File: src/rtl/evt_packet_arbiter.sv
// Packet-aware N:1 event-stream arbiter: a grant stays locked to one input from the first beat
// until its last beat, with round-robin or fixed-priority selection and an optional length watchdog.
module evt_packet_arbiter #(
  parameter int    DATA_W    = 32,
  parameter int    N_INP     = 4,
  parameter string ARBITER   = "rr",
  parameter int    MAX_BEATS = 0,
  localparam int   IDX_W     = (N_INP > 1) ? $clog2(N_INP) : 1
) (
  input  logic                    clk_i,
  input  logic                    rst_i,
  input  logic [N_INP*DATA_W-1:0] inp_data_i,
  input  logic [N_INP-1:0]        inp_last_i,
  input  logic [N_INP-1:0]        inp_valid_i,
  output logic [N_INP-1:0]        inp_ready_o,
  output logic [DATA_W-1:0]       oup_data_o,
  output logic                    oup_last_o,
  output logic [IDX_W-1:0]        oup_idx_o,
  output logic                    oup_valid_o,
  input  logic                    oup_ready_i,
  output logic                    locked_o,
  output logic                    err_trunc_o
);

  localparam bit USE_PRIO = (ARBITER == "prio");
  localparam int CNT_W    = (MAX_BEATS > 0) ? $clog2(MAX_BEATS + 1) : 1;

  typedef enum logic {
    IDLE,
    LOCKED
  } state_t;

  state_t             state_reg, state_next;
  logic [IDX_W-1:0]   ptr_reg, ptr_next;
  logic [IDX_W-1:0]   grant_reg, grant_next;
  logic [CNT_W-1:0]   cnt_reg, cnt_next;

  logic [DATA_W-1:0]  data_reg;
  logic               last_reg;
  logic [IDX_W-1:0]   idx_reg;
  logic               valid_reg;
  logic               err_reg;

  logic [DATA_W-1:0]  inp_data [N_INP];

  logic [IDX_W-1:0]   rr_sel, prio_sel, win_sel, sel, sel_inc;
  logic               rr_found, prio_found, win_found;
  logic               space, sel_valid, sel_last, xfer, trunc, end_pkt, at_max;
  int                 cand;

  generate
    for (genvar gi = 0; gi < N_INP; gi++) begin : g_unpack
      assign inp_data[gi]    = inp_data_i[gi*DATA_W +: DATA_W];
      assign inp_ready_o[gi] = space & (sel == IDX_W'(gi)) & ((state_reg == LOCKED) | win_found);
    end
  endgenerate

  // Candidate winners for a new packet; only consulted while IDLE.
  always_comb begin
    rr_sel     = '0;
    rr_found   = 1'b0;
    prio_sel   = '0;
    prio_found = 1'b0;
    cand       = 0;
    for (int k = 0; k < N_INP; k++) begin
      cand = int'(ptr_reg) + k;
      if (cand >= N_INP) cand = cand - N_INP;
      if (!rr_found && inp_valid_i[cand]) begin
        rr_found = 1'b1;
        rr_sel   = IDX_W'(cand);
      end
    end
    for (int k = N_INP - 1; k >= 0; k--) begin
      if (inp_valid_i[k]) begin
        prio_found = 1'b1;
        prio_sel   = IDX_W'(k);
      end
    end
  end

  assign win_sel   = USE_PRIO ? prio_sel : rr_sel;
  assign win_found = USE_PRIO ? prio_found : rr_found;

  assign space     = !valid_reg | oup_ready_i;
  assign sel       = (state_reg == LOCKED) ? grant_reg : win_sel;
  assign sel_valid = (state_reg == LOCKED) ? inp_valid_i[grant_reg] : win_found;
  assign sel_last  = inp_last_i[sel];
  assign xfer      = space & sel_valid;
  assign sel_inc   = (sel == IDX_W'(N_INP - 1)) ? '0 : sel + IDX_W'(1);

  // cnt_reg holds beats already passed in this packet (0 while IDLE), so this beat is cnt_reg+1.
  assign at_max    = (MAX_BEATS > 0) && ((int'(cnt_reg) + 1) == MAX_BEATS);
  assign trunc     = xfer & !sel_last & at_max;
  assign end_pkt   = xfer & (sel_last | trunc);

  always_comb begin
    state_next = state_reg;
    ptr_next   = ptr_reg;
    grant_next = grant_reg;
    cnt_next   = cnt_reg;
    if (end_pkt) begin
      state_next = IDLE;
      ptr_next   = USE_PRIO ? '0 : sel_inc;
      cnt_next   = '0;
    end else if (xfer) begin
      state_next = LOCKED;
      grant_next = sel;
      cnt_next   = (cnt_reg == {CNT_W{1'b1}}) ? cnt_reg : cnt_reg + CNT_W'(1);
    end
  end

  always_ff @(posedge clk_i) begin
    if (rst_i) begin
      state_reg <= IDLE;
      ptr_reg   <= '0;
      grant_reg <= '0;
      cnt_reg   <= '0;
      data_reg  <= '0;
      last_reg  <= 1'b0;
      idx_reg   <= '0;
      valid_reg <= 1'b0;
      err_reg   <= 1'b0;
    end else begin
      state_reg <= state_next;
      ptr_reg   <= ptr_next;
      grant_reg <= grant_next;
      cnt_reg   <= cnt_next;
      err_reg   <= trunc;
      if (xfer) begin
        data_reg  <= inp_data[sel];
        last_reg  <= sel_last | trunc;
        idx_reg   <= sel;
        valid_reg <= 1'b1;
      end else if (oup_ready_i) begin
        valid_reg <= 1'b0;
      end
    end
  end

  assign oup_data_o  = data_reg;
  assign oup_last_o  = last_reg;
  assign oup_idx_o   = idx_reg;
  assign oup_valid_o = valid_reg;
  assign locked_o    = (state_reg == LOCKED);
  assign err_trunc_o = err_reg;

endmodule

File: config.mk
export PLATFORM = sky130hd
export DESIGN_NAME = evt_packet_arbiter
export DESIGN_NICKNAME = d
export VERILOG_FILES = /design/src/rtl/evt_packet_arbiter.sv
export SDC_FILE = /design/constraint.sdc
export NUM_CORES = 1
export LEC_CHECK = 0
export CAP_MARGIN = 30
export CORE_ASPECT_RATIO = 1.25
export CORE_MARGIN = 4
export CORE_UTILIZATION = 37
export CTS_CLUSTER_SIZE = 20
export DETAILED_ROUTE_END_ITERATION = 8
export GPL_TIMING_DRIVEN = 0
export PLACE_DENSITY = 0.87
export SLEW_MARGIN = 20
export SYNTH_ARGS = -nofsm -noshare
export SYNTH_HDL_FRONTEND = slang
export SYNTH_SLANG_ARGS = --single-unit
File: constraint.sdc
create_clock -name clk_i -period 3.4 [get_ports clk_i]
set_input_delay 0.68 -clock clk_i [delete_from_list [all_inputs] [get_ports clk_i]]
set_output_delay 0.68 -clock clk_i [all_outputs]
set_load 0.05 [all_outputs]
==> impl_metrics.env, run 1 <==
export IMPL_outcome="finished clean"
export IMPL_rsz0062_at_grt="false"
export IMPL_skew_ps=8.29
export IMPL_yosysMostFrequentCell="dfxtp_1"
export IMPL_postSynthCellCount=200
export IMPL_maxCapViolCount=0
export IMPL_critPathBufInv=4
export IMPL_ys_top_cells_by_count="41 x dfxtp_1, 33 x mux4_2, 32 x a22o_1, 10 x clkbuf_1"
export IMPL_place_ws_ps=-1040
export IMPL_cts_htree_levels=2
export IMPL_dpl_cell_count=464
export IMPL_clk_latency_ps=290
export IMPL_antenna_found_initial=0
export IMPL_drc_errors=0
export IMPL_drive_gt1_frac=0.161
export IMPL_leakagePower_nw=1.70
export IMPL_yosysTopAreaCell="dfxtp_1"
export IMPL_fmax_ghz=0.310
export IMPL_finalHoldViolations=0
export IMPL_gp_congestion=0.890
export IMPL_yosysSeqAreaShare=0.341
export IMPL_ys_ff_latch=41
export IMPL_finalMaxSlewViolations=0
export IMPL_dpl_cell_area_mm2=0.00430
export IMPL_cp_end_kind="output port"
export IMPL_r2r_slack_ps=820
export IMPL_netlist_area_leader_share=0.341
export IMPL_fin_cells=476
export IMPL_cp_max_fo=11
export IMPL_max_slew_margin=0.601
export IMPL_clockRootBuffer="clkbuf_8"
export IMPL_grt_first_pass_wirelength_mm=13.6
export IMPL_core_mm2=0.00625
export IMPL_postSynthAreaPerCell_um2=12.0
export IMPL_setup_viol=0
export IMPL_setup_ws_ps=171
export IMPL_nets=533
export IMPL_fp_row_count=32
export IMPL_synth_warnings=0
export IMPL_crit_chain="clkbuf_1 > mux2_2 > a21oi_1 > nor2_4 > buf_4 > inv_1 > ha_1 > and2_1 > buf_2"
export IMPL_wirelength_mm=8.81
export IMPL_grt_max_degree=14
export IMPL_cts_sinks=41
export IMPL_register_area_um2=821
export IMPL_hold_buffers=0
export IMPL_hold_path_class="flip-flop to flip-flop"
export IMPL_synth_nets=343
export IMPL_setup_tns_final_ps=0
export IMPL_syn_area_mm2=0.00240
export IMPL_ios=181
export IMPL_portBuffers=179
export IMPL_wire_per_inst_um=18.5
export IMPL_grtUsageTotal=0.219
export IMPL_synth_cell_types=31
export IMPL_cts_tree="yes"
export IMPL_p_per_area_mw_per_mm2=801
export IMPL_dpl_hpwl_mm=7.35
export IMPL_cp_start_kind="flip-flop"
export IMPL_cts_max_path_buffers=2
export IMPL_synthTopCellsByArea="dfxtp_1 34%, mux4_2 31%, a22o_1 12%"
export IMPL_ys_async_sr_fraction=0
export IMPL_critPathMaxStageDelay_ps=390
export IMPL_ir_drop_v=0.000451
export IMPL_final_util=0.710
export IMPL_grt_pass1_vias=2710
export IMPL_crit_arrival_ps=2550
export IMPL_syn_to_final_growth_pct=84.5
export IMPL_die_x_um=80.1
export IMPL_multi_input_area_mm2=0.00150
export IMPL_ant_nets=0
export IMPL_numCtsBuffers=5
export IMPL_overflow=0
export IMPL_synth_edff_count=0
export IMPL_nFillCells=494
export IMPL_initialDrtViolationCount=72
export IMPL_crit_type="flip-flop to output port"
export IMPL_path_delay_family="buffers and inverters"
export IMPL_dr_pass1_iters=4
export IMPL_cp_slowest_cell="mux2_2"
export IMPL_final_area_mm2=0.00444
export IMPL_start_util=0.385
export IMPL_via_per_inst=5.32
export IMPL_tightest_slew_ps=599
export IMPL_largest_register_ffs=32
export IMPL_fin_crit_sh=0.950
export IMPL_die_area_mm2=0.00786
export IMPL_synth_main_ff_cell="dfxtp_1"
export IMPL_via_count=2532
export IMPL_clk_pin_slew_worst_paths_ps=80
export IMPL_die_h_um=98.1
export IMPL_cp_required_ps=2720
export IMPL_post_route_min_period_ps=3230
export IMPL_diodes=0
==> area by class of cell <==
class / instances / area share
Timing Repair Buffer: 183 / 0.408
Sequential cell: 41 / 0.185
Inverter: 5 / 0.00423
Tap cell: 85 / 0.0240
Multi-Input combinational cell: 137 / 0.337
Clock inverter: 3 / 0.00395
Buffer: 17 / 0.0217
Clock buffer: 5 / 0.0155
==> final timing paths <==
| path | depth (start not counted) | end | from |
|---|---|---|---|
| worst max register to register | 8 | oup_data_o[11] | locked_o |
| worst max-delay path | 9 | inp_ready_o[0] | locked_o |
| worst min-delay path | 2 | oup_last_o | oup_last_o |
| worst min register to register | 2 | oup_last_o | oup_last_o |
==> metrics by stage <==
step	power [W]	hold WS, ps
global placement	0.00316	450
finish	0.00355	474
CTS	0.00359	474
global route	0.00376	500
detailed placement	0.00321	459
floorplan	0.00245	467
==> cells by family (layout without fill, tap and decap cells) <==
logic type / after synthesis / count (layout) / share of synthesized area
AOI/OAI and AO/OA: 57 / 57 / 0.190
and+or+nand+nor: 39 / 39 / 0.0796
other: 1 / 1 / 0.00156
buffers and inverters: 22 / 213 / 0.0443
adders and majority gates: 4 / 4 / 0.0208
DFF: 41 / 41 / 0.341
muxes: 36 / 36 / 0.322
==> cells in the final DEF, fill, tap and decap left out, types with 2 or more instances in the layout <==
cell type	instances
mux2i_1	2
clkinv_2	2
a22o_1	32
nand2_1	9
clkbuf_1	10
a21oi_1	9
buf_4	8
buf_6	3
and2_1	6
nand2b_1	8
o21ai_0	3
mux4_2	33
ha_1	4
nor2_1	8
clkdlybuf4s50_1	172
o41a_1	2
clkbuf_8	5
nand3_1	6
dlymetal6s2s_1	2
dfxtp_1	41
inv_1	5
buf_2	4
==> power breakdown <==
part | switching (W) | internal (W)
Sequential | 0.000113 | 0.000663
Combinational | 0.00134 | 0.00113
Clock | 0.000171 | 0.000142
==> layer usage <==
metal,track usage,vias to the layer above,share of wire
met4,0.0442,0,0.011
met1,0.212,1230,0.33
met3,0.0812,9,0.099
met2,0.429,113,0.56
li1,-,1180,-
met5,0,-,0
==> worst min-delay path: stages, from the launching register on <==
cell and delay (ps):
dfxtp_1 320, nand2_1 60, a21oi_1 50
==> repair_timing <==
action | 4_1_cts | 5_1_grt
setup endpoints to repair | 4 | 3
gates resized for setup | 29 | 5
gates cloned | 0 | 0
pin swaps | 2 | 1
buffers inserted | 4 | 0
(Power assumes the default switching activity.)
==> inputs of run 2 (changes only) <==
--- a/config.mk
+++ b/config.mk
@@ -8,11 +8,13 @@
 export CAP_MARGIN = 30
 export CORE_ASPECT_RATIO = 1.25
 export CORE_MARGIN = 4
-export CORE_UTILIZATION = 37
+export CORE_UTILIZATION = 48
+export CTS_BUF_LIST = sky130_fd_sc_hd__clkbuf_4
 export CTS_CLUSTER_SIZE = 20
 export DETAILED_ROUTE_END_ITERATION = 8
+export DONT_BUFFER_PORTS = 1
 export GPL_TIMING_DRIVEN = 0
-export PLACE_DENSITY = 0.87
+export PLACE_DENSITY = 0.63
 export SLEW_MARGIN = 20
 export SYNTH_ARGS = -nofsm -noshare
 export SYNTH_HDL_FRONTEND = slang
==> run 2 against run 1 <==
Maximum frequency is 0.39% higher. Non-clock buffer count is 183 lower. Sequential power is 77% higher. Combinational power is 46% lower. Power is 12% lower. Largest power group is now sequential cells.
==> impl_metrics.env, run 2 (same netlist as run 1, synthesis figures left out) <==
export IMPL_cp_end_kind="output port"
export IMPL_maxCapViolCount=0
export IMPL_syn_to_final_growth_pct=8.38
export IMPL_grt_first_pass_wirelength_mm=10.9
export IMPL_via_per_inst=6.99
export IMPL_cts_tree="yes"
export IMPL_ir_drop_v=0.000546
export IMPL_mostFrequentLayoutCell="dfxtp_1"
export IMPL_fmax_ghz=0.311
export IMPL_portBuffers=0
export IMPL_diodes=0
export IMPL_drc_errors=0
export IMPL_nets=350
export IMPL_r2r_slack_ps=820
export IMPL_place_ws_ps=-295
export IMPL_reg2reg_depth=7
export IMPL_antenna_found_initial=0
export IMPL_crit_arrival_ps=2540
export IMPL_dpl_cell_area_mm2=0.00248
export IMPL_leakagePower_nw=0.981
export IMPL_cts_max_path_buffers=2
export IMPL_drive_gt1_frac=0.279
export IMPL_largest_register_ffs=32
export IMPL_crit_type="flip-flop to output port"
export IMPL_most_common_layout_cells="40 x dfxtp_1, 33 x mux4_2, 32 x a22o_1, 9 x nand2_1, 9 x clkbuf_1"
export IMPL_grt_pass1_vias=1916
export IMPL_p_per_area_mw_per_mm2=1200
export IMPL_fin_crit_sh=0.946
export IMPL_setup_tns_final_ps=0
export IMPL_clk_latency_ps=350
export IMPL_cp_max_fo=11
export IMPL_via_count=1874
export IMPL_setup_ws_ps=183
export IMPL_clockRootBuffer="clkbuf_4"
export IMPL_finalMaxSlewViolations=0
export IMPL_die_x_um=71.3
export IMPL_finalHoldViolations=0
export IMPL_fp_row_count=28
export IMPL_numCtsBuffers=5
export IMPL_core_mm2=0.00480
export IMPL_nFillCells=403
export IMPL_rsz0062_at_grt="false"
export IMPL_cp_start_kind="flip-flop"
export IMPL_grtUsageTotal=0.226
export IMPL_cts_htree_levels=2
export IMPL_ios=181
export IMPL_die_h_um=87.1
export IMPL_final_area_mm2=0.00261
export IMPL_final_util=0.543
export IMPL_hold_path_class="primary input to flip-flop"
export IMPL_overflow=0
export IMPL_dr_pass1_iters=4
export IMPL_cts_sinks=41
export IMPL_outcome="finished clean"
export IMPL_dpl_hpwl_mm=6.10
export IMPL_wirelength_mm=7.38
export IMPL_postCtsSetupBuffers=0
export IMPL_max_slew_margin=0.617
export IMPL_r2r_start="locked_o"
export IMPL_gp_congestion=0.844
export IMPL_cp_required_ps=2720
export IMPL_setup_viol=0
export IMPL_worstHoldPathCells=2
export IMPL_skew_ps=12.2
export IMPL_die_area_mm2=0.00621
export IMPL_r2r_end="oup_data_o[25]"
export IMPL_tightest_slew_ps=573
export IMPL_initialDrtViolationCount=83
export IMPL_wire_per_inst_um=27.5
export IMPL_grt_max_degree=15
export IMPL_start_util=0.501
export IMPL_worstSetupStartpoint="locked_o"
export IMPL_crit_end="inp_ready_o[2]"
export IMPL_ant_nets=0
export IMPL_post_route_min_period_ps=3220
export IMPL_clk_pin_slew_worst_paths_ps=140
## run 2: final cells by class
type / count / area (um^2) / area share
flip-flops and latches: 41 / 825 / 0.317
multi-input cells: 137 / 1490 / 0.573
inverters: 5 / 18.8 / 0.00720
clock buffers: 5 / 37.5 / 0.0144
clock inverters: 3 / 68.8 / 0.0264
well taps: 60 / 75.1 / 0.0288
plain buffers: 17 / 88.8 / 0.0341
## run 2: critical path, cell delays in order (launching register included)
cell      delay [ps]
dfxtp_4          470
clkbuf_2         230
nor2_1            90
o221a_2          160
nor2_4           290
buf_2            320
ha_1             180
and2_1           450
## run 2: repair_timing
action	CTS	global route
gates cloned	0	0
hold buffers	0	0
setup endpoints to repair	4	3
resized for setup	7	2
## run 2: per-stage QoR
| stage | power [W] | hold slack, ps | instances |
|---|---|---|---|
| 6_report | 0.00311 | 491 | 268 |
| 5_1_grt | 0.00328 | 479 | 268 |
| 4_1_cts | 0.00313 | 481 | 268 |
| 3_5_place_dp | 0.00271 | 515 | 260 |
| 3_3_place_gp | 0.00266 | 504 | 260 |
| 2_1_floorplan | 0.00245 | 467 | 200 |
## run 2: layer usage
layer / GRT usage / wire length, um / vias up
met5: 0 / 0 / -
met4: 0.0615 / 112 / 0
met3: 0.0924 / 894 / 11
met2: 0.396 / 3900 / 120
met1: 0.252 / 2480 / 928
li1: - / - / 815
## run 2: how the worst min path moves through the flow
stage	start	end	slack (ps)
detailed placement	grant_reg[1]	grant_reg[1]	510
global placement	grant_reg[1]	grant_reg[1]	500
CTS	rst_i	ptr_reg[1]	480
global route	rst_i	ptr_reg[1]	480
finish	rst_i	ptr_reg[1]	490
floorplan	grant_reg[1]	grant_reg[1]	470
## run 2: power by group
| part | switching [W] | internal (W) | leakage, nW | total [W] |
|---|---|---|---|---|
| logic | 0.000655 | 0.000675 | 0.585 | 0.00133 |
| clock network | 0.000179 | 0.000232 | 0.0558 | 0.000410 |
| registers | 0.000711 | 0.000663 | 0.340 | 0.00137 |
==> variant: new RTL, config.mk and constraints of run 1 <==
Reset style: asynchronous (`rst_i`), changed in one clocked block.
--- a/src/rtl/evt_packet_arbiter.sv
+++ b/src/rtl/evt_packet_arbiter.sv
@@ -109,7 +109,7 @@
     end
   end
 
-  always_ff @(posedge clk_i) begin
+  always_ff @(posedge clk_i or posedge rst_i) begin
     if (rst_i) begin
       state_reg <= IDLE;
       ptr_reg   <= '0;
Formal check against the unedited RTL: differs if rst_i is asserted again (counterexample within 4 cycles, from zero or initial values and one cycle with rst_i high); with rst_i held inactive, the same outputs for 10 cycles.
==> variant against run 1 <==
Sequential cell count stayed put. Routed wire length rose by 4.4%. Design area rose by 6.3%. Maximum frequency fell by 2.4%. Clock skew grew 0.0023 ns. Synthesized area increased by 10%. Total power is 30% higher. Clock power rose by 30%. Worst setup slack got worse by 0.079 ns. Critical path type is now in -> out. Critical endpoint is now inp_ready_o[1].
==> variant: results <==
[routing]
routed_wl_mm = 9.20
drtIter0Drc = 38
wl_met3_um = 728
wl_met1_mm = 3.34
wl_met2_mm = 5.01
via_per_inst = 5.22

[synth]
netlist_top_cells_count = "64 x mux2i_1, 41 x dfrtp_1, 40 x nand2_1"
yosysUniqueCellTypes = 34
seq_area_frac_synth_pct = 38.8
synth_fa_ha_area_share_pct = 1.89
syn_nets = 394
synth_top_area_share_pct = 38.8
synthTopCellsByArea = "dfrtp_1 39%, mux2i_1 24%, o221ai_1 11%"
synth_compound_area_share_pct = 16.4
syn_inst = 251
synthArstFlopShare_pct = 100
synth_mux_area_share_pct = 26.4

[setup_path]
worstReg2RegStart = "ptr_reg[0]"
worst_ep_arrival_time_ns = 2.63
r2r_slack_ns = 1.18
cp-startpoint = "inp_valid_i[1]"
r2r.worst_path.cells = 6
r2r-end = "ptr_reg[0]"
crit_end = "inp_ready_o[1]"
worstPathMaxFanout = 8

[final_layout]
drive_above_1_share_pct = 8.88
final_nets = 581
final_cells = 529

[global_route]
grt_max_degree = 23
grt_usage_pct = 20.3
grt_first_pass_wirelength_mm = 14.0
grtUsageMet2_pct = 38.4
grt_use_met3_pct = 6.24
grt_util_met1_pct = 22.0

[sta]
whs_ns = 0.490
slew_headroom_pct = 58.6
fin_worst_skew_ns = 0.0106

[place]
dp_hpwl_mm = 7.53
gp_congestion = 0.792
placed_area_um2 = 4580
dp.cells = 521

[min_path]
hold_end = "oup_data_o[20]"
hold_class = "reg -> reg"
hold_start = "oup_data_o[20]"
min_path_cells = 2

[power]
p_int_w = 0.00232
p_leak_nw = 2.14
peakVddDrop_uv = 595
sw_frac_of_total_pct = 49.7
pg_seq_w = 0.000897
combinationalPowerShare_pct = 71.7

[clocking]
ctsResizeCount = 21
h-tree-depth = 2
post_cts_buffers = 0

[run_status]
status = "finished, final reports clean"
variant: cell count changes after synthesis, moves of 8 or more:
cell	change
a22o_1	-32
buf_2	+8
clkbuf_1	-10
dfrtp_1	+41
dfxtp_1	-41
mux2i_1	+62
mux4_2	-32
nand2_1	+31
o221ai_1	+31
variant: layout make-up:
cell class | count | area, um^2
fillers | 599 | 2260
repair buffers | 181 | 1830
multi-input cells | 185 | 1470
flip-flops and latches | 41 | 1030
plain buffers | 18 | 129
well taps | 90 | 113
clock buffers | 7 | 86.3
clock inverters | 1 | 30.0
inverters | 6 | 25.0
variant: metrics by stage:
stage	TNS [ns]	worst slack, ns
floorplan	0	0.465
global placement	-1.88	-0.682
detailed placement	-2.15	-0.750
CTS	0	0.0130
global route	-0.00350	-0.00350
finish	0	0.0919
variant: worst max-delay path, stage by stage:
cell and delay (ns):
clkdlybuf4s50_1 0.48, nand2b_1 0.17, a21o_1 0.20, a31o_1 0.22
buf_6 0.14, ha_1 0.18, and2_1 0.12, dlygate4sd2_1 0.42
